**src/rtl/perst_sequencer.sv**
```systemverilog
// PERST# sequencer: fans one host PERST# out to NUM_PORTS endpoint resets with
// lock qualification, a minimum hold time, staggered release and per-port software pulses.
module perst_sequencer #(
  parameter int NUM_PORTS       = 4,
  parameter int HOLD_CYCLES     = 25000,
  parameter int STAGGER_CYCLES  = 2500,
  parameter int SW_PULSE_CYCLES = 25000,
  parameter int CNT_W           = 20
) (
  input  logic                 clk,
  input  logic                 rst,
  input  logic                 host_perstn,
  input  logic [NUM_PORTS-1:0] refclk_locked,
  input  logic [NUM_PORTS-1:0] sw_rst_req,
  output logic [NUM_PORTS-1:0] port_perstn,
  output logic [NUM_PORTS-1:0] port_up,
  output logic                 seq_busy
);

  localparam int IDX_W = (NUM_PORTS > 1) ? $clog2(NUM_PORTS) : 1;

  localparam logic [2:0] ST_ASSERT_ALL = 3'd0;
  localparam logic [2:0] ST_WAIT_LOCK  = 3'd1;
  localparam logic [2:0] ST_HOLD       = 3'd2;
  localparam logic [2:0] ST_RELEASE    = 3'd3;
  localparam logic [2:0] ST_RUN        = 3'd4;

  localparam logic [CNT_W-1:0] HOLD_LAST    = CNT_W'(HOLD_CYCLES - 1);
  localparam logic [CNT_W-1:0] STAGGER_LAST = CNT_W'(STAGGER_CYCLES - 1);
  localparam logic [CNT_W-1:0] PULSE_LAST   = CNT_W'(SW_PULSE_CYCLES - 1);
  localparam logic [IDX_W-1:0] LAST_IDX     = IDX_W'(NUM_PORTS - 1);

  logic                             host_meta, host_sync;
  logic [NUM_PORTS-1:0]             lock_meta, lock_sync;
  logic [2:0]                       state, state_nxt;
  logic [CNT_W-1:0]                 cnt, cnt_nxt;
  logic [IDX_W-1:0]                 idx, idx_nxt;
  logic [NUM_PORTS-1:0]             perstn_nxt, port_up_nxt;
  logic                             seq_busy_nxt;
  logic [NUM_PORTS-1:0]             sw_active, sw_active_nxt;
  logic [NUM_PORTS-1:0][CNT_W-1:0]  sw_cnt, sw_cnt_nxt;
  logic                             lock_ok, seq_active, abort;

  assign lock_ok    = &lock_sync;
  assign seq_active = (state == ST_HOLD) || (state == ST_RELEASE) || (state == ST_RUN);
  // Host reset always wins; lock loss only matters once sequencing has begun.
  assign abort      = !host_sync || (seq_active && !lock_ok);

  always_comb begin
    state_nxt     = state;
    cnt_nxt       = cnt;
    idx_nxt       = idx;
    perstn_nxt    = port_perstn;
    sw_active_nxt = sw_active;
    sw_cnt_nxt    = sw_cnt;
    if (abort) begin
      state_nxt     = ST_ASSERT_ALL;
      cnt_nxt       = '0;
      idx_nxt       = '0;
      perstn_nxt    = '0;
      sw_active_nxt = '0;
      sw_cnt_nxt    = '0;
    end else begin
      case (state)
        ST_ASSERT_ALL: begin
          perstn_nxt = '0;
          state_nxt  = ST_WAIT_LOCK;
        end
        ST_WAIT_LOCK: begin
          if (lock_ok) begin
            state_nxt = ST_HOLD;
            cnt_nxt   = '0;
          end
        end
        ST_HOLD: begin
          if (cnt == HOLD_LAST) begin
            cnt_nxt       = '0;
            idx_nxt       = '0;
            perstn_nxt[0] = 1'b1;
            state_nxt     = (NUM_PORTS == 1) ? ST_RUN : ST_RELEASE;
          end else begin
            cnt_nxt = cnt + CNT_W'(1);
          end
        end
        ST_RELEASE: begin
          // The last port's release and the move to RUN happen on the same edge.
          if (cnt == STAGGER_LAST) begin
            cnt_nxt             = '0;
            idx_nxt             = idx + IDX_W'(1);
            perstn_nxt[idx_nxt] = 1'b1;
            if (idx_nxt == LAST_IDX) state_nxt = ST_RUN;
          end else begin
            cnt_nxt = cnt + CNT_W'(1);
          end
        end
        ST_RUN: begin
          for (int i = 0; i < NUM_PORTS; i++) begin
            if (sw_rst_req[i]) begin
              sw_active_nxt[i] = 1'b1;
              sw_cnt_nxt[i]    = PULSE_LAST;
              perstn_nxt[i]    = 1'b0;
            end else if (sw_active[i]) begin
              if (sw_cnt[i] == '0) begin
                sw_active_nxt[i] = 1'b0;
                perstn_nxt[i]    = 1'b1;
              end else begin
                sw_cnt_nxt[i] = sw_cnt[i] - CNT_W'(1);
              end
            end
          end
        end
        default: state_nxt = ST_ASSERT_ALL;
      endcase
    end
    port_up_nxt  = (state_nxt == ST_RUN) ? perstn_nxt : '0;
    seq_busy_nxt = (state_nxt != ST_RUN);
  end

  always_ff @(posedge clk) begin
    if (rst) begin
      host_meta   <= 1'b0;
      host_sync   <= 1'b0;
      lock_meta   <= '0;
      lock_sync   <= '0;
      state       <= ST_ASSERT_ALL;
      cnt         <= '0;
      idx         <= '0;
      port_perstn <= '0;
      port_up     <= '0;
      seq_busy    <= 1'b1;
      sw_active   <= '0;
      sw_cnt      <= '0;
    end else begin
      host_meta   <= host_perstn;
      host_sync   <= host_meta;
      lock_meta   <= refclk_locked;
      lock_sync   <= lock_meta;
      state       <= state_nxt;
      cnt         <= cnt_nxt;
      idx         <= idx_nxt;
      port_perstn <= perstn_nxt;
      port_up     <= port_up_nxt;
      seq_busy    <= seq_busy_nxt;
      sw_active   <= sw_active_nxt;
      sw_cnt      <= sw_cnt_nxt;
    end
  end

endmodule

```
**config.mk**
```make
export PLATFORM = sky130hd
export DESIGN_NAME = perst_sequencer
export DESIGN_NICKNAME = d
export VERILOG_FILES = /design/src/rtl/perst_sequencer.sv
export SDC_FILE = /design/constraint.sdc
export NUM_CORES = 1
export LEC_CHECK = 0
export CAP_MARGIN = 15
export CORE_MARGIN = 1.5
export CORE_UTILIZATION = 40
export CTS_BUF_LIST = sky130_fd_sc_hd__clkbuf_4
export CTS_CLUSTER_DIAMETER = 30
export DETAILED_ROUTE_END_ITERATION = 12
export MAX_ROUTING_LAYER = met4
export PLACE_DENSITY_LB_ADDON = 0.1
export SETUP_SLACK_MARGIN = 0.4
export SYNTH_ARGS = -nofsm -noshare
export SYNTH_HDL_FRONTEND = slang
export SYNTH_SLANG_ARGS = --single-unit
export TNS_END_PERCENT = 100
```
**constraint.sdc**
```tcl
create_clock -name clk -period 2.8 [get_ports clk]
set_input_delay 0.7 -clock clk [delete_from_list [all_inputs] [get_ports clk]]
set_output_delay 0.7 -clock clk [all_outputs]
set_load 0.01 [all_outputs]
```
==> results of run 1 <==
[sequential cells by signal, indices dropped and copies added, names as in the netlist]
name and flops:
sw_cnt 80, port_perstn 4, host_meta 1, state 3
sw_active 4, cnt 20, lock_meta 4, seq_busy 1
port_up 4, lock_sync 4, idx 2, host_sync 1
[final cells by class]
type | count | area, sq um
fill | 1488 | 8050
sequential | 128 | 2570
multi-input combinational | 566 | 3500
inverter | 21 | 78.8
antenna | 1 | 2.50
clock inverter | 15 | 198
clock buffer | 17 | 128
timing repair buffer | 45 | 385
tap | 188 | 235
[timing repair]
action | CTS | global route
gates resized for setup | 6 | 12
gates cloned | 0 | 0
endpoints found under the hold margin | 0 | 0
pin swaps | 1 | 2
setup buffers | 0 | 1
setup endpoints to repair | 14 | 39
[through the flow]
stage / instances / worst slack (ns) / total power [mW] / area [sq um]
4_1_cts: 979 / 0.399 / 3.39 / 7050
3_3_place_gp: 947 / 0.240 / 1.93 / 6710
3_5_place_dp: 947 / 0.238 / 1.93 / 6710
5_1_grt: 981 / 0.360 / 3.46 / 7100
2_1_floorplan: 740 / 0.486 / 1.90 / 6180
6_report: 981 / 0.439 / 3.34 / 7100
[worst max path at each step]
stage / start / to / slack (ns)
global placement: sw_rst_req[2] / sw_cnt[58] / 0.24
floorplan: sw_cnt[60] / sw_cnt[79] / 0.49
global route: sw_cnt[20] / sw_cnt[29] / 0.36
finish: sw_cnt[69] / port_up[3] / 0.44
detailed placement: sw_rst_req[2] / sw_cnt[58] / 0.24
CTS: sw_cnt[60] / sw_cnt[70] / 0.40
[metal layers]
layer	vias to the layer above	part of all wire, %	track usage (%)
li1	2724	-	-
met5	-	0	-
met4	0	1.1	5.68
met3	14	3.5	4.73
met2	90	46	30.6
met1	2533	49	25.1
[layout by cell type (no fill, tap or decap), types with 10 or more instances in the layout]
cell type        count
dfxtp_1            124
nor2_1             112
xor2_1              53
nand2_1             49
a21oi_1             48
nand3_1             32
xnor2_1             30
nor3_1              28
buf_4               26
nor4_1              25
inv_1               20
o21ai_0             20
clkdlybuf4s50_1     19
clkbuf_4            17
nor2b_1             14
ha_1                12
nand2b_1            11
or4_1               10
[logic make-up (layout without fill, tap and decap cells)]
logic type / count (synthesis) / after routing / synth area share (%)
XOR/XNOR: 83 / 83 / 11.8
adder cells (fa/ha/maj): 12 / 12 / 2.43
flip-flops: 128 / 128 / 41.4
AND/OR/NAND/NOR: 342 / 342 / 28.2
other: 0 / 1 / 0
buffers and inverters: 46 / 98 / 2.89
AO/OA/AOI/OAI: 129 / 129 / 13.3
[critical path: stages (launching register included)]
cell and delay [ns]:
dfxtp_1 0.35, or4_4 0.55, or4b_4 0.55, a2111o_1 0.37, a221o_1 0.34, nor2_1 0.13
[synth_stat cells (all sizes together), types with 2 or more instances]
cell,number,share of area [%]
nand3b,4,0.49
o2111ai,2,0.28
nor2b,14,1.4
a311oi,6,0.85
or2,4,0.40
o22ai,3,0.30
nor3b,3,0.36
and2,5,0.51
or4b,2,0.38
a22oi,2,0.24
nor4b,5,0.71
ha,12,2.4
nor3,28,2.3
a221oi,2,0.28
o211ai,4,0.49
a31oi,8,0.81
a2111oi,5,0.71
nand4,8,0.81
and3,7,0.71
a211oi,9,1.1
inv,20,1.2
o221ai,2,0.28
nand2b,12,1.2
and4,5,0.71
nor2,112,6.8
o21ai,23,1.9
dfxtp,128,41
nor4,27,2.7
a21oi,49,4.0
clkbuf,21,1.3
nand3,32,2.6
xor2,53,7.5
nand2,50,3.0
nand4b,4,0.57
xnor2,30,4.2
or3,6,0.61
o31ai,2,0.24
buf,4,0.34
or4,11,1.4
a41oi,2,0.28
[power by group through the flow]
| stage | sequential (mW) | combinational (mW) | clock (mW) |
|---|---|---|---|
| finish | 1.83 | 0.0580 | 1.45 |
| global route | 1.83 | 0.0646 | 1.57 |
| CTS | 1.83 | 0.0583 | 1.50 |
| detailed placement | 1.87 | 0.0581 | 0 |
| global placement | 1.87 | 0.0577 | 0 |
| floorplan | 1.87 | 0.0294 | 0 |
==> results by group, run 1 <==
Finish
  – Layout cells sized above 1: under 10%
  – Net count, final: 802
  – Post-Route Utilization: approximately 47%
  – Area growth syn-to-layout: 14.7%

STA
  – Fmax: 0.424 GHz
  – Slew @ Worst Pin: roughly 0.85 ns
  – Slew Limit Fails: 0
  – Final Cycle Share: 84.3%
  – Hold WS: around 0.45 ns
  – Setup TNS: 0 ns
  – Rel. slew slack: a little over two fifths
  – Fin crit period: 2.36 ns
  – Setup violators final: 0
  – RSZ-0062 raised after global routing: yes
  – Clock skew: 0.0185 ns
  – Final hold violation count: 0

Pwr
  – Logic pwr share: 1.7%
  – Clock power frac: 43.5%
  – Switch Pwr: 0.710 mW
  – Leak pwr: around 2.4 nW
  – Reg power frac: a little over half
  – Switching share of power: 21.2%
  – Cell Pwr Density: 471 nW/um^2
  – P_int: 2.63 mW
  – Maximum vdd drop: 0.401 mV

Synthesis
  – Post-synth top flop: dfxtp_1
  – Mapped cell area: 6180 sq um
  – Synth Net Count: 763
  – FF+latch count, synth: 128
  – Seq/Total Area, Yosys: roughly 41%
  – Syn_area_per_cell: ~8.4 sq um
  – Synth Instances: 740
  – Asr flop ratio synth: 0%
  – Cell variety after synth: between 50 and 60
  – Post-synth EDFFs: 0
  – Yosys warns: 0

Clock network
  – CTS Root Cell: clkbuf_4
  – Cts hold-fix bufs: 0
  – CTS clock-pin slew for the worst setup and hold paths: 0.11 ns
  – Total CTS buffers: 17
  – # H-tree levels: 4
  – Num Clock Sinks: about 130
  – Clk_lat worst skew: approximately 0.53 ns
  – Longest Clk Path Bufs: 2
  – CTS tree: done

Drt
  – DRC: 0
  – Vias: ~5400
  – Final wirelength: 14500 um
  – WL/cell: 14.8 um
  – Antenna viol nets, final: 0
  – DR vias/cell: roughly 5.5
  – TritonRoute pass-1 iters: 5
  – DRT iter0 DRCs: 331

Critical path
  – CP required: 3.25 ns
  – Critical R2R Capture: port_up[3]
  – Setup CP Type: reg2reg
  – Critical Path Fanout Max: 4
  – FF-to-FF setup slack: 0.44 ns
  – Worst r2r path cells: 5
  – Worst R2R Start: sw_cnt[69]
  – Critical path arrival: 2.81 ns
  – Crit start category: flop
  – Crit. End Element: flop

Floorplan
  – Die Y: approximately 130 um
  – Core region area: 15100 sq um
  – Die X: between 100 and 150 um
  – Initial Utilization: 40.8%
  – Ports: 20
  – Die Area: around 16000 sq um
  – Floorplan row count: 45

Job
  – Max-Cap Viols: 0

Global routing
  – Total track usage: 19.5%
  – First-pass GRT wire length: between 20000 and 30000 um
  – Largest net degree at the start of global routing: 17
  – Antenna violations before repair: 1
  – Vias in the first global route: 5165
  – GR Overflow Total: 0

Placed design
  – Port Buffer Count: 19
  – HPWL Detailed: 10400 um
  – GPL Wtd Cong: 0.892

Outcome
  – Status: finished clean

Worst hold path
  – Worst Min Path Start: lock_meta[3]
  – Worst Hold End: lock_sync[3]
  – Hold Path Class: reg2reg
  – Number of cells on the worst hold path: 1
No activity file was read; power rests on OpenSTA's default activity.
==> run 2, diff against run 1 <==
==> constraint.sdc (replaced) <==
create_clock -name clk -period 2.2 [get_ports clk]
set_input_delay 0.55 -clock clk [delete_from_list [all_inputs] [get_ports clk]]
set_output_delay 0.55 -clock clk [all_outputs]
set_load 0.01 [all_outputs]
==> run 2 against run 1 <==
The flow now finishes with violations (negative setup slack). Cell count up 9.9%. Sequential power increased by 27%. Combinational power grew 97%. Clock power up 22%. Fmax rose by 5.8%. Die area stayed put. Sequential share of layout area shrank 8.0 points. Clock skew rose by 0.0073 ns. First-iteration DRC count down 7.9%. Via count up 13%. Flip-flop and latch count unchanged. Register-to-register slack got worse by 0.47 ns.
==> results by group, run 2 (same netlist as run 1, synthesis figures left out) <==
Floorplan
  – Ports: 20 (unchanged)
  – Die Y: 127 um (unchanged)
  – Die Area: 16200 sq um (unchanged)
  – Die X: 127 um (unchanged)
  – Core region area: 15100 sq um (unchanged)
  – Floorplan row count: 45 (unchanged)
  – Initial Utilization: 40.8% (unchanged)

Pwr
  – P_int: 3.29 mW (was 2.63 mW)
  – Total power draw: 4.20 mW (was 3.34 mW)
  – Switch Pwr: 0.912 mW (was 0.710 mW)
  – Leak pwr: 3.27 nW (was 2.41 nW)
  – Cell Pwr Density: 451 nW/um^2 (was 471 nW/um^2)
  – Reg power frac: 55.1% (was 54.8%)
  – Logic pwr share: 2.7% (was 1.7%)
  – Maximum vdd drop: 0.508 mV (was 0.401 mV)
  – Switching share of power: 21.7% (was 21.2%)
  – Clock power frac: 42.2% (was 43.5%)

Critical path
  – Critical Path Fanout Max: 3 (was 4)
  – Crit path max-delay family: simple AND/OR/NAND/NOR gates (unchanged)
  – Crit start category: flop (unchanged)
  – Worst-path cell chain: or4_4, or4b_4, a2111o_1, a221o_1, nor2_1 (unchanged)
  – Crit. End Element: flop (unchanged)
  – Setup CP Type: reg2reg (unchanged)
  – CP required: 2.67 ns (was 3.25 ns)
  – CP max stage delay: 0.54 ns (was 0.55 ns)
  – Critical path arrival: 2.71 ns (was 2.81 ns)
  – Buf+Inv Stages, Crit Path: 0 (unchanged)
  – Critical path's slowest cell: or4_4 (unchanged)

Outcome
  – Status: finished, violations left (was finished clean)
  – Violated checks: negative setup slack

Global routing
  – Vias in the first global route: 5852 (was 5165)
  – Antenna violations before repair: 1 (unchanged)
  – GR Overflow Total: 0 (unchanged)
  – Largest net degree at the start of global routing: 23 (was 17)
  – First-pass GRT wire length: 27900 um (was 25100 um)
  – Total track usage: 21.9% (was 19.5%)

Clock network
  – CTS tree: done (unchanged)
  – # H-tree levels: 4 (unchanged)
  – CTS Root Cell: clkbuf_4 (unchanged)
  – CTS clock-pin slew for the worst setup and hold paths: 0.11 ns (about the same)
  – Total CTS buffers: 17 (unchanged)
  – Num Clock Sinks: 128 (unchanged)
  – Longest Clk Path Bufs: 2 (unchanged)
  – Clk_lat worst skew: 0.56 ns (was 0.53 ns)

Finish
  – Layout cells sized above 1: 40.9% (was 9.34%)
  – Design Area, Final: 9310 sq um (was 7100 sq um)
  – Most frequent cells in the layout: 97 x dfxtp_1, 97 x buf_4, 90 x nor2_1, 53 x xor2_1, 39 x a21oi_1 (was 124 x dfxtp_1, 112 x nor2_1, 53 x xor2_1, 49 x nand2_1, 48 x a21oi_1)
  – Area growth syn-to-layout: 50.6% (was 14.7%)
  – Final Non-Filler Cells: 1078 (was 981)
  – Post-Route Utilization: 61.5% (was 46.9%)
  – Net count, final: 901 (was 802)
  – Top reg by flops: sw_cnt (unchanged)
  – Largest regs: sw_cnt (80), cnt (20) (unchanged)
  – Largest register FFs: 80 (unchanged)
  – Fill count: 1228 (was 1488)

STA
  – Slew Limit Fails: 0 (unchanged)
  – Fmax: 0.448 GHz (was 0.424 GHz)
  – Clock skew: 0.0258 ns (was 0.0185 ns)
  – Hold WS: 0.440 ns (was 0.446 ns)
  – Fin worst setup slack: -0.0311 ns (was 0.439 ns)
  – Fin crit period: 2.23 ns (was 2.36 ns)
  – Slew @ Worst Pin: 0.555 ns (was 0.850 ns)
  – Final Cycle Share: 101% (was 84.3%)
  – RSZ-0062 raised after global routing: yes (unchanged)
  – Rel. slew slack: 62.9% (was 43.0%)
  – Setup violators final: 2 (was 0)
  – Final hold violation count: 0 (unchanged)

Placed design
  – HPWL Detailed: 11000 um (was 10400 um)
  – GPL Wtd Cong: 0.874 (was 0.892)
  – Port Buffer Count: 19 (unchanged)
  – Post-DP Area: 7260 sq um (was 6710 sq um)
  – Dpl cells: 988 (was 947)

Job
  – Max-Cap Viols: 0 (unchanged)

Drt
  – Antenna viol nets, final: 0 (unchanged)
  – DRT iter0 DRCs: 305 (was 331)
  – TritonRoute pass-1 iters: 7 (was 5)
  – DR vias/cell: 5.62 (was 5.46)
  – WL/cell: 16.7 um (was 14.8 um)
  – DRC: 0 (unchanged)
  – Final wirelength: 18000 um (was 14500 um)
  – Vias: 6053 (was 5361)

Worst hold path
  – Hold Path Class: reg2reg (unchanged)
## run 2: power by group through the flow
| stage | combinational [mW] | sequential [mW] | clock [mW] |
|---|---|---|---|
| after floorplan | 0.0395 | 2.38 | 0 |
| after global placement | 0.0878 | 2.38 | 0 |
| after detailed placement | 0.0882 | 2.38 | 0 |
| after CTS | 0.0986 | 2.32 | 1.81 |
| after global routing | 0.122 | 2.32 | 1.93 |
| final | 0.114 | 2.32 | 1.77 |
## run 2: worst register-to-register path, delay by kind of cell (launching register included)
kind | cells | cell delay (ns)
compound gates | 2 | 0.64
flops | 1 | 0.35
simple gates | 3 | 1.17
## run 2: metal layers
layer,share of wire [%],global-route usage [%]
met1,44,26.0
met2,50,36.9
met3,4.0,4.98
met4,2.0,7.15
met5,0,-
## run 2: final cells by class
class                           count  area (sq um)  area share (%)
Clock inverter                      9           141            1.52
Multi-Input combinational cell    566          4800            51.6
Tap cell                          188           235            2.53
Sequential cell                   128          2620            28.2
Inverter                           21          81.3           0.873
Antenna cell                        1          2.50          0.0269
Clock buffer                       21           158            1.69
Timing Repair Buffer              144          1270            13.6
## run 2: final timing paths
path	startpoint	to	slack [ns]	cells past startpoint
worst min register to register	lock_meta[3]	lock_sync[3]	0.44	1
worst min-delay path	lock_meta[3]	lock_sync[3]	0.44	1
worst max register to register	sw_cnt[72]	port_perstn[3]	-0.03	5
worst max-delay path	sw_cnt[72]	port_perstn[3]	-0.03	5
## run 2: timing repair
item                                    CTS  global route
endpoints found under the setup margin  115           119
hold buffers                              0             0
gates cloned                              1             0
resized for setup                       159           148
pin swaps                                78            86
buffers inserted                         25            33
## run 2: through the flow
| stage | setup TNS, ns | worst slack (ns) |
|---|---|---|
| after floorplan | 0 | 0.0618 |
| after global placement | -0.00790 | -0.00790 |
| after detailed placement | -0.147 | -0.0636 |
| after CTS | -0.0351 | -0.0205 |
| after global routing | -0.423 | -0.121 |
| final | -0.0476 | -0.0311 |
==> run 3, diff against run 2 <==
--- a/config.mk
+++ b/config.mk
@@ -11,6 +11,7 @@
 export CTS_BUF_LIST = sky130_fd_sc_hd__clkbuf_4
 export CTS_CLUSTER_DIAMETER = 30
 export DETAILED_ROUTE_END_ITERATION = 12
+export GPL_ROUTABILITY_DRIVEN = 1
 export MAX_ROUTING_LAYER = met4
 export PLACE_DENSITY_LB_ADDON = 0.1
 export SETUP_SLACK_MARGIN = 0.4
==> results of run 3 <==
No change in the layout: final DEF, timing and power equal those of run 2.
